<file path="src/rtl/pic_host_pkg.sv">
// Shared types for the 8259A host-side bus master: FSM state encoding and latched command.
// No logic beyond a phase-classification helper.
// Not applicable: no flow control lives here.
package pic_host_pkg;

    typedef enum logic [2:0] {
        IDLE,
        WR_STROBE,
        RD_STROBE,
        CMD_GAP,
        ACK1,
        ACK_GAP,
        ACK2,
        ACK_END
    } state_t;

    typedef struct packed {
        logic       write;
        logic       a0;
        logic [7:0] data;
    } cmd_t;

    // Strobe-low phases use STROBE_CYCLES; every other timed phase uses GAP_CYCLES.
    function automatic logic is_strobe_phase(input state_t s);
        return (s == WR_STROBE) || (s == RD_STROBE) || (s == ACK1) || (s == ACK2);
    endfunction

endpackage

</file>
<file path="src/rtl/pic_strobe_timer.sv">
// Loadable down-counter timing one strobe or gap phase; done while the count is zero.
// Latency: load takes effect on the next edge, done is a decode of the count register.
// No backpressure: load always wins over counting.
module pic_strobe_timer #(
    parameter int WIDTH = 2
) (
    input  logic             clock,
    input  logic             reset_n,
    input  logic             load,
    input  logic [WIDTH-1:0] load_val,
    output logic             done
);

    logic [WIDTH-1:0] count;

    always_ff @(posedge clock or negedge reset_n) begin
        if (!reset_n) begin
            count <= '0;
        end else if (load) begin
            count <= load_val;
        end else if (count != '0) begin
            count <= count - 1'b1;
        end
    end

    assign done = (count == '0);

endmodule

</file>
<file path="src/rtl/pic_host_master.sv">
// 8259A bus master: register read/write strobe cycles and the two-pulse 8086 INTA sequence.
// Latency: write/read 2+STROBE+GAP-1 cycles to ready, acknowledge 3*... see timing below; all pins registered.
// Backpressure: cmd_ready low outside IDLE and whenever an acknowledge is starting.
module pic_host_master
    import pic_host_pkg::*;
#(
    parameter int STROBE_CYCLES = 2,
    parameter int GAP_CYCLES    = 1
) (
    input  logic       clock,
    input  logic       reset_n,
    input  logic       cmd_valid,
    output logic       cmd_ready,
    input  logic       cmd_write,
    input  logic       cmd_a0,
    input  logic [7:0] cmd_data,
    output logic       rsp_valid,
    output logic [7:0] rsp_data,
    input  logic       int_enable,
    output logic       vector_valid,
    output logic [7:0] vector,
    output logic       int_busy,
    input  logic       interrupt_to_cpu,
    output logic       interrupt_acknowledge_n,
    output logic       chip_select_n,
    output logic       read_enable_n,
    output logic       write_enable_n,
    output logic       address,
    input  logic [7:0] data_bus_in,
    output logic [7:0] data_bus_out,
    output logic       data_bus_io
);

    localparam int MAX_CYCLES = (STROBE_CYCLES > GAP_CYCLES) ? STROBE_CYCLES : GAP_CYCLES;
    localparam int CNT_W      = $clog2(MAX_CYCLES + 1);

    state_t           state;
    state_t           next_state;
    cmd_t             cmd_q;
    cmd_t             cmd_d;
    logic             int_req;
    logic             accept;
    logic             timer_load;
    logic             timer_done;
    logic [CNT_W-1:0] timer_val;
    logic             cs_n_d;
    logic             rd_n_d;
    logic             wr_n_d;
    logic             inta_n_d;
    logic             io_d;
    logic             busy_d;
    logic             rd_last;
    logic             ack_last;

    assign int_req   = interrupt_to_cpu & int_enable;
    assign cmd_ready = reset_n & (state == IDLE) & ~int_req;
    assign accept    = cmd_valid & cmd_ready;
    assign cmd_d     = accept ? cmd_t'{write: cmd_write, a0: cmd_a0, data: cmd_data} : cmd_q;
    assign rd_last   = (state == RD_STROBE) && timer_done;
    assign ack_last  = (state == ACK2) && timer_done;

    always_ff @(posedge clock or negedge reset_n) begin
        if (!reset_n) begin
            state <= IDLE;
        end else begin
            state <= next_state;
        end
    end

    // Acknowledge wins in IDLE; every other phase just waits for its timer.
    always_comb begin
        next_state = state;
        case (state)
            IDLE: begin
                if (int_req) begin
                    next_state = ACK1;
                end else if (cmd_valid) begin
                    next_state = cmd_write ? WR_STROBE : RD_STROBE;
                end
            end
            WR_STROBE: if (timer_done) next_state = CMD_GAP;
            RD_STROBE: if (timer_done) next_state = CMD_GAP;
            CMD_GAP:   if (timer_done) next_state = IDLE;
            ACK1:      if (timer_done) next_state = ACK_GAP;
            ACK_GAP:   if (timer_done) next_state = ACK2;
            ACK2:      if (timer_done) next_state = ACK_END;
            ACK_END:   if (timer_done) next_state = IDLE;
            default:   next_state = IDLE;
        endcase
    end

    assign timer_load = (next_state != state);
    assign timer_val  = is_strobe_phase(next_state) ? CNT_W'(STROBE_CYCLES - 1)
                                                    : CNT_W'(GAP_CYCLES - 1);

    pic_strobe_timer #(
        .WIDTH(CNT_W)
    ) u_timer (
        .clock    (clock),
        .reset_n  (reset_n),
        .load     (timer_load),
        .load_val (timer_val),
        .done     (timer_done)
    );

    // Pin values for the coming cycle, decoded from next_state so the pins themselves are flops.
    always_comb begin
        cs_n_d   = 1'b1;
        rd_n_d   = 1'b1;
        wr_n_d   = 1'b1;
        inta_n_d = 1'b1;
        io_d     = 1'b0;
        busy_d   = 1'b0;
        case (next_state)
            WR_STROBE: begin
                cs_n_d = 1'b0;
                wr_n_d = 1'b0;
                io_d   = cmd_d.write;
            end
            RD_STROBE: begin
                cs_n_d = 1'b0;
                rd_n_d = 1'b0;
            end
            ACK1, ACK2: begin
                inta_n_d = 1'b0;
                busy_d   = 1'b1;
            end
            ACK_GAP, ACK_END: busy_d = 1'b1;
            default: ;
        endcase
    end

    always_ff @(posedge clock or negedge reset_n) begin
        if (!reset_n) begin
            chip_select_n           <= 1'b1;
            read_enable_n           <= 1'b1;
            write_enable_n          <= 1'b1;
            interrupt_acknowledge_n <= 1'b1;
            data_bus_io             <= 1'b0;
            int_busy                <= 1'b0;
            cmd_q                   <= '0;
        end else begin
            chip_select_n           <= cs_n_d;
            read_enable_n           <= rd_n_d;
            write_enable_n          <= wr_n_d;
            interrupt_acknowledge_n <= inta_n_d;
            data_bus_io             <= io_d;
            int_busy                <= busy_d;
            cmd_q                   <= cmd_d;
        end
    end

    assign address      = cmd_q.a0;
    assign data_bus_out = cmd_q.data;

    // Vector byte is passed through untouched, including the IR7 spurious vector.
    always_ff @(posedge clock or negedge reset_n) begin
        if (!reset_n) begin
            rsp_valid    <= 1'b0;
            rsp_data     <= '0;
            vector_valid <= 1'b0;
            vector       <= '0;
        end else begin
            rsp_valid    <= rd_last;
            vector_valid <= ack_last;
            if (rd_last) begin
                rsp_data <= data_bus_in;
            end
            if (ack_last) begin
                vector <= data_bus_in;
            end
        end
    end

endmodule

</file>
<file path="config.mk">
export PLATFORM = sky130hd
export DESIGN_NAME = pic_host_master
export DESIGN_NICKNAME = d
export VERILOG_FILES = /design/src/rtl/pic_host_pkg.sv /design/src/rtl/pic_strobe_timer.sv /design/src/rtl/pic_host_master.sv
export SDC_FILE = /design/constraint.sdc
export NUM_CORES = 1
export LEC_CHECK = 0
export CAP_MARGIN = 10
export CORE_ASPECT_RATIO = 0.75
export CORE_UTILIZATION = 48
export DETAILED_ROUTE_END_ITERATION = 8
export PLACE_DENSITY = 0.84
export SYNTH_ARGS = -nofsm -noshare
export SYNTH_HDL_FRONTEND = slang
export SYNTH_SLANG_ARGS = --single-unit
</file>
<file path="constraint.sdc">
create_clock -name clock -period 3.9 [get_ports clock]
set_input_delay 0.39 -clock clock [delete_from_list [all_inputs] [get_ports clock]]
set_output_delay 0.39 -clock clock [all_outputs]
set_load 0.1 [all_outputs]
</file>
Yosys cells after proc, flatten, opt, wreduce, memory -nomap -nowiden:

Cells that the tools add are included.

* mux-type cells: 19
* reductions and logical operators: 14
* bitwise gates (word level): 5
* add/subtract/negate cells: 1
* equal/unequal tests: 14

Operators with widths (number)
* == test 3 bit (second input constant): 8
* 2-to-1 mux 3 bit: 7
* one-hot mux 3 bit (6 select lines): 1
* 2-to-1 mux 10 bit: 1
* == test 3 x 2 -> 1 bit (second input constant): 3
* OR reduction 2 bit: 4
* 2-to-1 mux 1 bit: 7
* == test 3 x 1 -> 1 bit (second input constant): 2
* 2-to-1 mux 2 bit: 3
* bitwise AND 1 bit: 4
* nonzero test 2 bit: 2
* OR reduction 4 bit: 1
* zero test 3 bit: 1
* logical OR 1 bit: 3
* inequality test 3 bit: 1
* logical AND 1 bit: 2
* zero test 2 bit: 1
* subtractor 2 x 1 -> 2 bit (second input constant): 1
* NOT 1 bit: 1

* logic and storage cells: 68
* bits of input ports: 23
* register bits after elaboration: 39
* output and inout port bits: 34

Logic depth before layout (Yosys ltp):

Gate-level depths: netlist of the first run.

* depth in word-level cells: 10
* depth in mapped cells: 10
* mapped depth without buffers: 9

By module:

A second synthesis of the first run with hierarchy kept.

* cell total of the unflattened synthesis: 122
* area total of the unflattened synthesis: 1672.9 um^2

By module, submodules not included
* pic_host_master: times used 1, area an instance 1559.0 um^2, cells each 110, sequential area each 930.9 um^2
* pic_strobe_timer: times used 1, area an instance 113.9 um^2, cells each 12, sequential area each 50.0 um^2

Worst setup path after synthesis of the first run:

Ideal clock, no wire load.

* path kind: reg2reg
* start point: reg u_timer.count[0]
* end point: reg u_timer.count[0]
* data arrival time: 1873 ps
* setup time: 87 ps
* stages on the path, launching flop included: 10
* period minus slack after synthesis: 1961 ps
* setup slack: 1939 ps
* buffers on the path: 2
* data required time: 3813 ps
* path through: dfrtp_1 -> inv_1 -> ha_1 -> buf_6 -> and2_0 -> buf_2 -> o22ai_1 -> nand2_2 -> or4_1 -> o2111ai_2

* cells in the longest elaborated chain, start to end: 9
* elaborated cells on any way between the ends: 21
* those cells by class: 1 x add/sub; 5 x eq/ne; 9 x mux; 6 x reduce/logical

RTL lines
* from (decl): line pic_strobe_timer.sv:14 `logic [WIDTH-1:0] count;`
* from (signal assigned): line pic_strobe_timer.sv:20 `count <= load_val;`
* from (signal assigned): line pic_strobe_timer.sv:22 `count <= count - 1'b1;`
* zero test 2 bit: line pic_strobe_timer.sv:26 `assign done = (count == '0);`
* 2-to-1 mux 3 bit, on equally long branches
* one-hot mux 3 bit (6 select lines): line pic_host_master.sv:73 `case (state)`
* == test 3 x 1 -> 1 bit or == test 3 x 2 -> 1 bit (tied branches): line pic_host_pkg.sv:25 `return (s == WR_STROBE) || (s == RD_STROBE) || (s == ACK1) || (s == ACK2);`
* logical OR 1 bit (3 in series): line pic_host_pkg.sv:25
* 2-to-1 mux 1 bit: line pic_host_master.sv:93 `assign timer_val = is_strobe_phase(next_state) ? CNT_W'(STROBE_CYCLES - 1)`
* 2-to-1 mux 2 bit: line pic_strobe_timer.sv:19 `end else if (load) begin`

Several ways; a longest one is shown, not always the timed one. The select of a mux whose other input is x is not followed.
A chain may end at the register's enable or synchronous reset.

Worst setup path in the final report of the first run:

* start point: reg interrupt_acknowledge_n
* end point: out interrupt_acknowledge_n

RTL lines
* from (decl): line pic_host_master.sv:24 `output logic interrupt_acknowledge_n,`
* from (signal assigned): line pic_host_master.sv:146 `interrupt_acknowledge_n <= inta_n_d;`

No word-level cell between the ends.

==> impl_metrics.csv, run 1 <==
group,metric,value,unit
critical_path,worstSetupPathType,"register to output pin",
status,outcome,"completed",
grt,grt_start_max_net_pins,42,
route,ant_nets,0,
critical_path,crit_path_start_kind,"register",
timing,hold_viol,0,
cells_and_area,nets,217,
route,drt_iter0_markers,71,
clock_tree,hold_buffers,0,
route,vias_per_cell,5.406,
cells_and_area,post-route-util,68.41,%
grt,grt_usage,21.75,%
route,firstDrtPassIters,4,
route,vias,1265,
grt,grt_pass1_wl,5858,µm
cells_and_area,areaGrowthSynthToFinish,35.48,%
timing,slew_viol_final,0,
synthesis,synth_nets,166,
grt,antenna_found_initial,0,
floorplanning,core-area,3311,µm²
floorplanning,dieArea,3725,µm²
grt,gr-total-overflow,0,
clock_tree,cts_buffers,5,
synthesis,synth_ff_type,"dfrtp_1",
timing,period_needed,2.346,ns
cells_and_area,layout-drive-gt1-share,19.59,%
clock_tree,cts_setup_buffers,0,
timing,fin_crit_sh,60.15,%
critical_path,cpPeakStageDelay,1.13,ns
synthesis,syn_area_per_cell,11.77,µm²
clock_tree,cts_root_buf,"clkbuf_8",
clock_tree,htreeDepth,2,
route,drcViolationCount,0,
clock_tree,clockBufferDepth,2,
floorplanning,die_x,70.14,µm
floorplanning,num_rows,18,
synthesis,async_flop_share,100.0,%
clock_tree,cts.repair.resized,0,
clock_tree,clock_sinks,39,
route,wire_per_inst,15.76,µm
timing,tns,0,ns
place,place_congestion,0.8171,
route,finalWirelength,3688,µm
place,port_buffers,56,
clock_tree,cts.clk_slew.worst_paths,0.07,ns
critical_path,r2r-end,"u_timer.count[0]$_DFFE_PN0P_",
clock_tree,clkLatencyLatePin,0.30,ns
place,hpwlAfterDp,2600,µm
synthesis,synth_seq_cells,39,
timing,setup_viol,0,
timing,slew_headroom,33.24,%
critical_path,crit_arrival,1.96,ns
synthesis,synth_cells,142,
critical_path,crit_family,"buffers and inverters",
clock_tree,cts_tree,"done",
timing,max_freq,426.3,MHz
floorplanning,io_pins,57,
cells_and_area,stdcell_count,234,
min_path,hold_class,"primary input to async pin",
run,maxCapViolations,0,
critical_path,crit_chain,"clkdlybuf4s50_1",
critical_path,cp.required,3.51,ns
critical_path,endpoint_kind,"output pin",
timing,hold_ws,0.1407,ns
synthesis,synth_edf_count,0,
critical_path,critPathMaxFanout,1,
critical_path,r2r_slack,1.69,ns
grt,grt_pass1_vias,1252,
critical_path,reg2reg_from,"u_timer.count[0]$_DFFE_PN0P_",
floorplanning,die_h,53.11,µm
synthesis,netlist-cell-type-count,36,
critical_path,crit_buf_inv,1,
cells_and_area,n_antenna_cell,0,
floorplanning,initial_core_util,50.49,%
place,dp_cells,226,
synthesis,syn-cell-area,1672,µm²
critical_path,slowest_stage,"clkdlybuf4s50_1",
synthesis,yosysSeqAreaShare,58.68,%
critical_path,r2r_cells,7,
timing,worst_pin_slew,0.9982,ns
synthesis,ys_warn_count,0,
timing,grt_setup_unrepaired,"false",
timing,clock_skew,0.006384,ns
-- worst max path at each step --
stage                                            startpoint                           end  slack, ns  cells past startpoint
after floorplan                u_timer.count[0]$_DFFE_PN0P_  u_timer.count[0]$_DFFE_PN0P_       1.94                      9
after global placement                              reset_n         data_bus_io$_DFF_PN0_       1.74                      5
after detailed placement                            reset_n         data_bus_io$_DFF_PN0_       1.67                      5
after CTS                           read_enable_n$_DFF_PN1_                 read_enable_n       1.55                      1
after global routing      interrupt_acknowledge_n$_DFF_PN1_       interrupt_acknowledge_n       1.52                      1
final                     interrupt_acknowledge_n$_DFF_PN1_       interrupt_acknowledge_n       1.55                      1
-- stage by stage --
| stage | instance area, µm² | setup slack, ns |
|---|---|---|
| 3_3_place_gp | 2183 | 1.741 |
| 6_report | 2265 | 1.554 |
| 2_1_floorplan | 1672 | 1.939 |
| 4_1_cts | 2265 | 1.550 |
| 5_1_grt | 2265 | 1.523 |
| 3_5_place_dp | 2183 | 1.666 |
-- area by class of cell --
class	instances	area (µm²)
clock buffers	7	76.32
well taps	40	50.05
fillers	248	1046
flip-flops and latches	39	980.9
repair buffers	57	560.5
multi-input cells	82	561.8
clock inverters	1	5.005
inverters	8	30.03
-- logic make-up after synthesis --
kind of cell / after synthesis / share of synthesized area, %
DFF: 39 / 58.68
and+or+nand+nor: 49 / 13.70
adders and majority gates: 1 / 0.7484
muxes: 18 / 12.13
buffers and inverters: 21 / 7.709
AOI/OAI and AO/OA: 13 / 6.512
xor gates and xnor gates: 1 / 0.5240
-- synthesized netlist by cell type (2+ instances only) --
master | instances | area share [%]
mux2_2 | 18 | 12
dfrtp_1 | 35 | 52
buf_4 | 9 | 4.0
o21ai_0 | 2 | 0.60
inv_1 | 7 | 1.6
a21oi_1 | 2 | 0.60
nor2_1 | 4 | 0.90
nor3_1 | 3 | 0.90
nand4_1 | 2 | 0.75
a211o_1 | 2 | 1.0
buf_6 | 2 | 1.3
nand2_1 | 29 | 6.5
dfstp_2 | 4 | 6.3
-- cell usage in the layout (no fill, tap or decap), types with 2 or more instances in the layout --
master,count
clkbuf_1,2
inv_1,7
nor2_1,4
dfrtp_1,35
o21ai_0,2
mux2_2,18
dfstp_2,4
a211o_1,2
nor3_1,3
nand2_1,29
nand4_1,2
clkdlybuf4s50_1,54
a21oi_1,2
clkbuf_8,5
buf_4,2
-- routing by layer --
layer	vias to the layer above	share of wire (%)	global-route usage (%)
li1	570	-	-
met1	612	41	25.31
met2	67	47	35.42
met3	16	8.5	8.952
met4	0	3.2	10.67
met5	-	0	0
-- flip-flops by register name (all words and copies together), names as in the netlist, 2 cells and up --
name,flops
data_bus_out,8
rsp_data,8
vector,8
state,3
u_timer.count,2
Power of run 1 is left out: the tool's default activity adds up to more than one toggle a clock period on the data nets, which glitch-free logic cannot reach.
==> inputs of run 2 (changes only) <==
--- a/config.mk
+++ b/config.mk
@@ -7,9 +7,9 @@
 export LEC_CHECK = 0
 export CAP_MARGIN = 10
 export CORE_ASPECT_RATIO = 0.75
-export CORE_UTILIZATION = 48
+export CORE_UTILIZATION = 40
 export DETAILED_ROUTE_END_ITERATION = 8
-export PLACE_DENSITY = 0.84
+export PLACE_DENSITY = 0.75
 export SYNTH_ARGS = -nofsm -noshare
 export SYNTH_HDL_FRONTEND = slang
 export SYNTH_SLANG_ARGS = --single-unit
==> constraint.sdc (replaced) <==
create_clock -name clock -period 2 [get_ports clock]
set_input_delay 0.2 -clock clock [delete_from_list [all_inputs] [get_ports clock]]
set_output_delay 0.2 -clock clock [all_outputs]
set_load 0.1 [all_outputs]
==> run 2 against run 1 <==
Compared with the run above:
- flip-flop and latch count did not move
- register-to-register slack lost 1.6 ns
- clock-buffer cell count shrank 1
- final cell count rose by 10%
- worst hold slack better by 0.16 ns
- routed wire length decreased by 1.8%
- die area increased by 19%
- critical path type is now register to register
==> impl_metrics.csv, run 2 (synthesis gave the netlist of run 1 again) <==
group,metric,value,unit
route,vias,1250,
route,finalWirelength,3620,µm
timing,fin_crit_sh,94.36,%
route,drt_iter0_markers,81,
cells_and_area,layout-drive-gt1-share,42.23,%
clock_tree,cts_buffers,5,
route,vias_per_cell,4.845,
clock_tree,cts.clk_slew.worst_paths,0.07,ns
grt,grt_usage,18.94,%
cells_and_area,layout_common_cells,"buf_4, dfrtp_1, nand2_1",
cells_and_area,nets,230,
timing,hold_viol,0,
floorplanning,num_rows,19,
critical_path,r2r_slack,0.11,ns
clock_tree,cts_tree,"done",
min_path,hold_class,"primary input to async pin",
critical_path,endpoint_kind,"register",
critical_path,crit_chain,"inv_1 > ha_2 > and2_1 > a311oi_2 > a21oi_2 > or4_4 > o2111ai_2",
critical_path,worstSetupPathType,"register to register",
critical_path,cpPeakStageDelay,0.50,ns
grt,gr-total-overflow,0,
timing,slew_headroom,77.48,%
clock_tree,htreeDepth,2,
floorplanning,core-area,3827,µm²
route,firstDrtPassIters,4,
status,outcome,"completed",
clock_tree,cts_root_buf,"clkbuf_8",
critical_path,cp.required,2.20,ns
critical_path,crit_buf_inv,1,
floorplanning,die_h,57.99,µm
cells_and_area,areaGrowthSynthToFinish,39.30,%
floorplanning,dieArea,4444,µm²
floorplanning,initial_core_util,43.67,%
critical_path,crit_family,"simple AND/OR/NAND/NOR gates",
timing,period_needed,1.887,ns
place,hpwlAfterDp,2734,µm
critical_path,critPathMaxFanout,7,
timing,max_freq,529.9,MHz
grt,antenna_found_initial,0,
grt,grt_pass1_vias,1336,
critical_path,crit_path_start_kind,"register",
grt,grt_start_max_net_pins,21,
timing,grt_setup_unrepaired,"false",
cells_and_area,n_antenna_cell,0,
run,maxCapViolations,0,
critical_path,slowest_stage,"or4_4",
cells_and_area,final_common_cell,"buf_4",
cells_and_area,fillers,328,
grt,grt_pass1_wl,6299,µm
timing,setup_viol,0,
timing,slew_viol_final,0,
floorplanning,io_pins,57,
clock_tree,clockBufferDepth,2,
floorplanning,die_x,76.65,µm
route,ant_nets,0,
timing,tns,0,ns
clock_tree,clock_sinks,39,
route,drcViolationCount,0,
timing,worst_pin_slew,0.3377,ns
critical_path,crit_arrival,2.09,ns
timing,clock_skew,0.002850,ns
place,place_congestion,0.7979,
route,wire_per_inst,14.03,µm
place,port_buffers,56,
clock_tree,clkLatencyLatePin,0.28,ns
-- run 2: cell count changes in the layout (fill, tap and decap cells not counted), sizes merged --
cell	delta
clkbuf	-1
clkdlybuf4s50	-33
dlygate4sd3	+1
buf	+45
-- run 2: final timing paths --
path                                                endpoint                          from  cells after the start
min in group clock                     vector[1]$_DFFE_PN0P_                data_bus_in[1]                      3
min                                       state[1]$_DFF_PN0_                       reset_n                      2
max in group asynchronous  interrupt_acknowledge_n$_DFF_PN1_                       reset_n                      3
max reg2reg                     u_timer.count[0]$_DFFE_PN0P_  u_timer.count[0]$_DFFE_PN0P_                      7
min reg2reg                            vector[7]$_DFFE_PN0P_         vector[7]$_DFFE_PN0P_                      2
max                             u_timer.count[0]$_DFFE_PN0P_  u_timer.count[0]$_DFFE_PN0P_                      7
-- run 2: worst reg2reg max path, delay by kind of cell, from the launching register on --
| family | cells | cell delay [ns] |
|---|---|---|
| adders and majority gates | 1 | 0.18 |
| AOI/OAI and AO/OA | 3 | 0.50 |
| and+or+nand+nor | 2 | 0.72 |
| DFF | 1 | 0.35 |
| buffers and inverters | 1 | 0.06 |
-- run 2: area by class of cell --
| type | count | area (µm²) | share of cell area [%] |
|---|---|---|---|
| clock inverters | 1 | 5.005 | 0.2149 |
| repair buffers | 70 | 590.6 | 25.36 |
| inverters | 8 | 30.03 | 1.290 |
| well taps | 52 | 65.06 | 2.794 |
| flip-flops and latches | 39 | 980.9 | 42.13 |
| clock buffers | 6 | 82.58 | 3.546 |
| multi-input cells | 82 | 574.3 | 24.66 |
-- run 2: per-stage QoR --
stage	hold slack, ns	util (%)	instance area, µm²	setup slack (ns)	cells
6_report	0.3028	60.84	2328	0.1129	258
3_5_place_dp	0.06669	57.37	2196	0.06960	247
2_1_floorplan	-0.09559	-	1672	0.03942	142
3_3_place_gp	0.06162	57.37	2196	0.1026	247
4_1_cts	0.2909	59.92	2293	0.04289	255
5_1_grt	0.3195	60.84	2328	0.01487	258
-- run 2: repair_timing --
item	CTS	global route
endpoints found under the hold margin	6	0
gates resized for setup	0	5
setup buffers	0	3
setup endpoints to repair	0	2
hold buffers	1	0
-- run 2: routing by layer --
layer  up-vias  wire length [µm]  track usage, %
met5         -                 0               0
met4         0                11           5.769
met3         2               280           8.346
met2        51              1785           31.02
met1       606              1543           22.90
li1        591                 -               -
Power of run 2 is left out for the same reason.
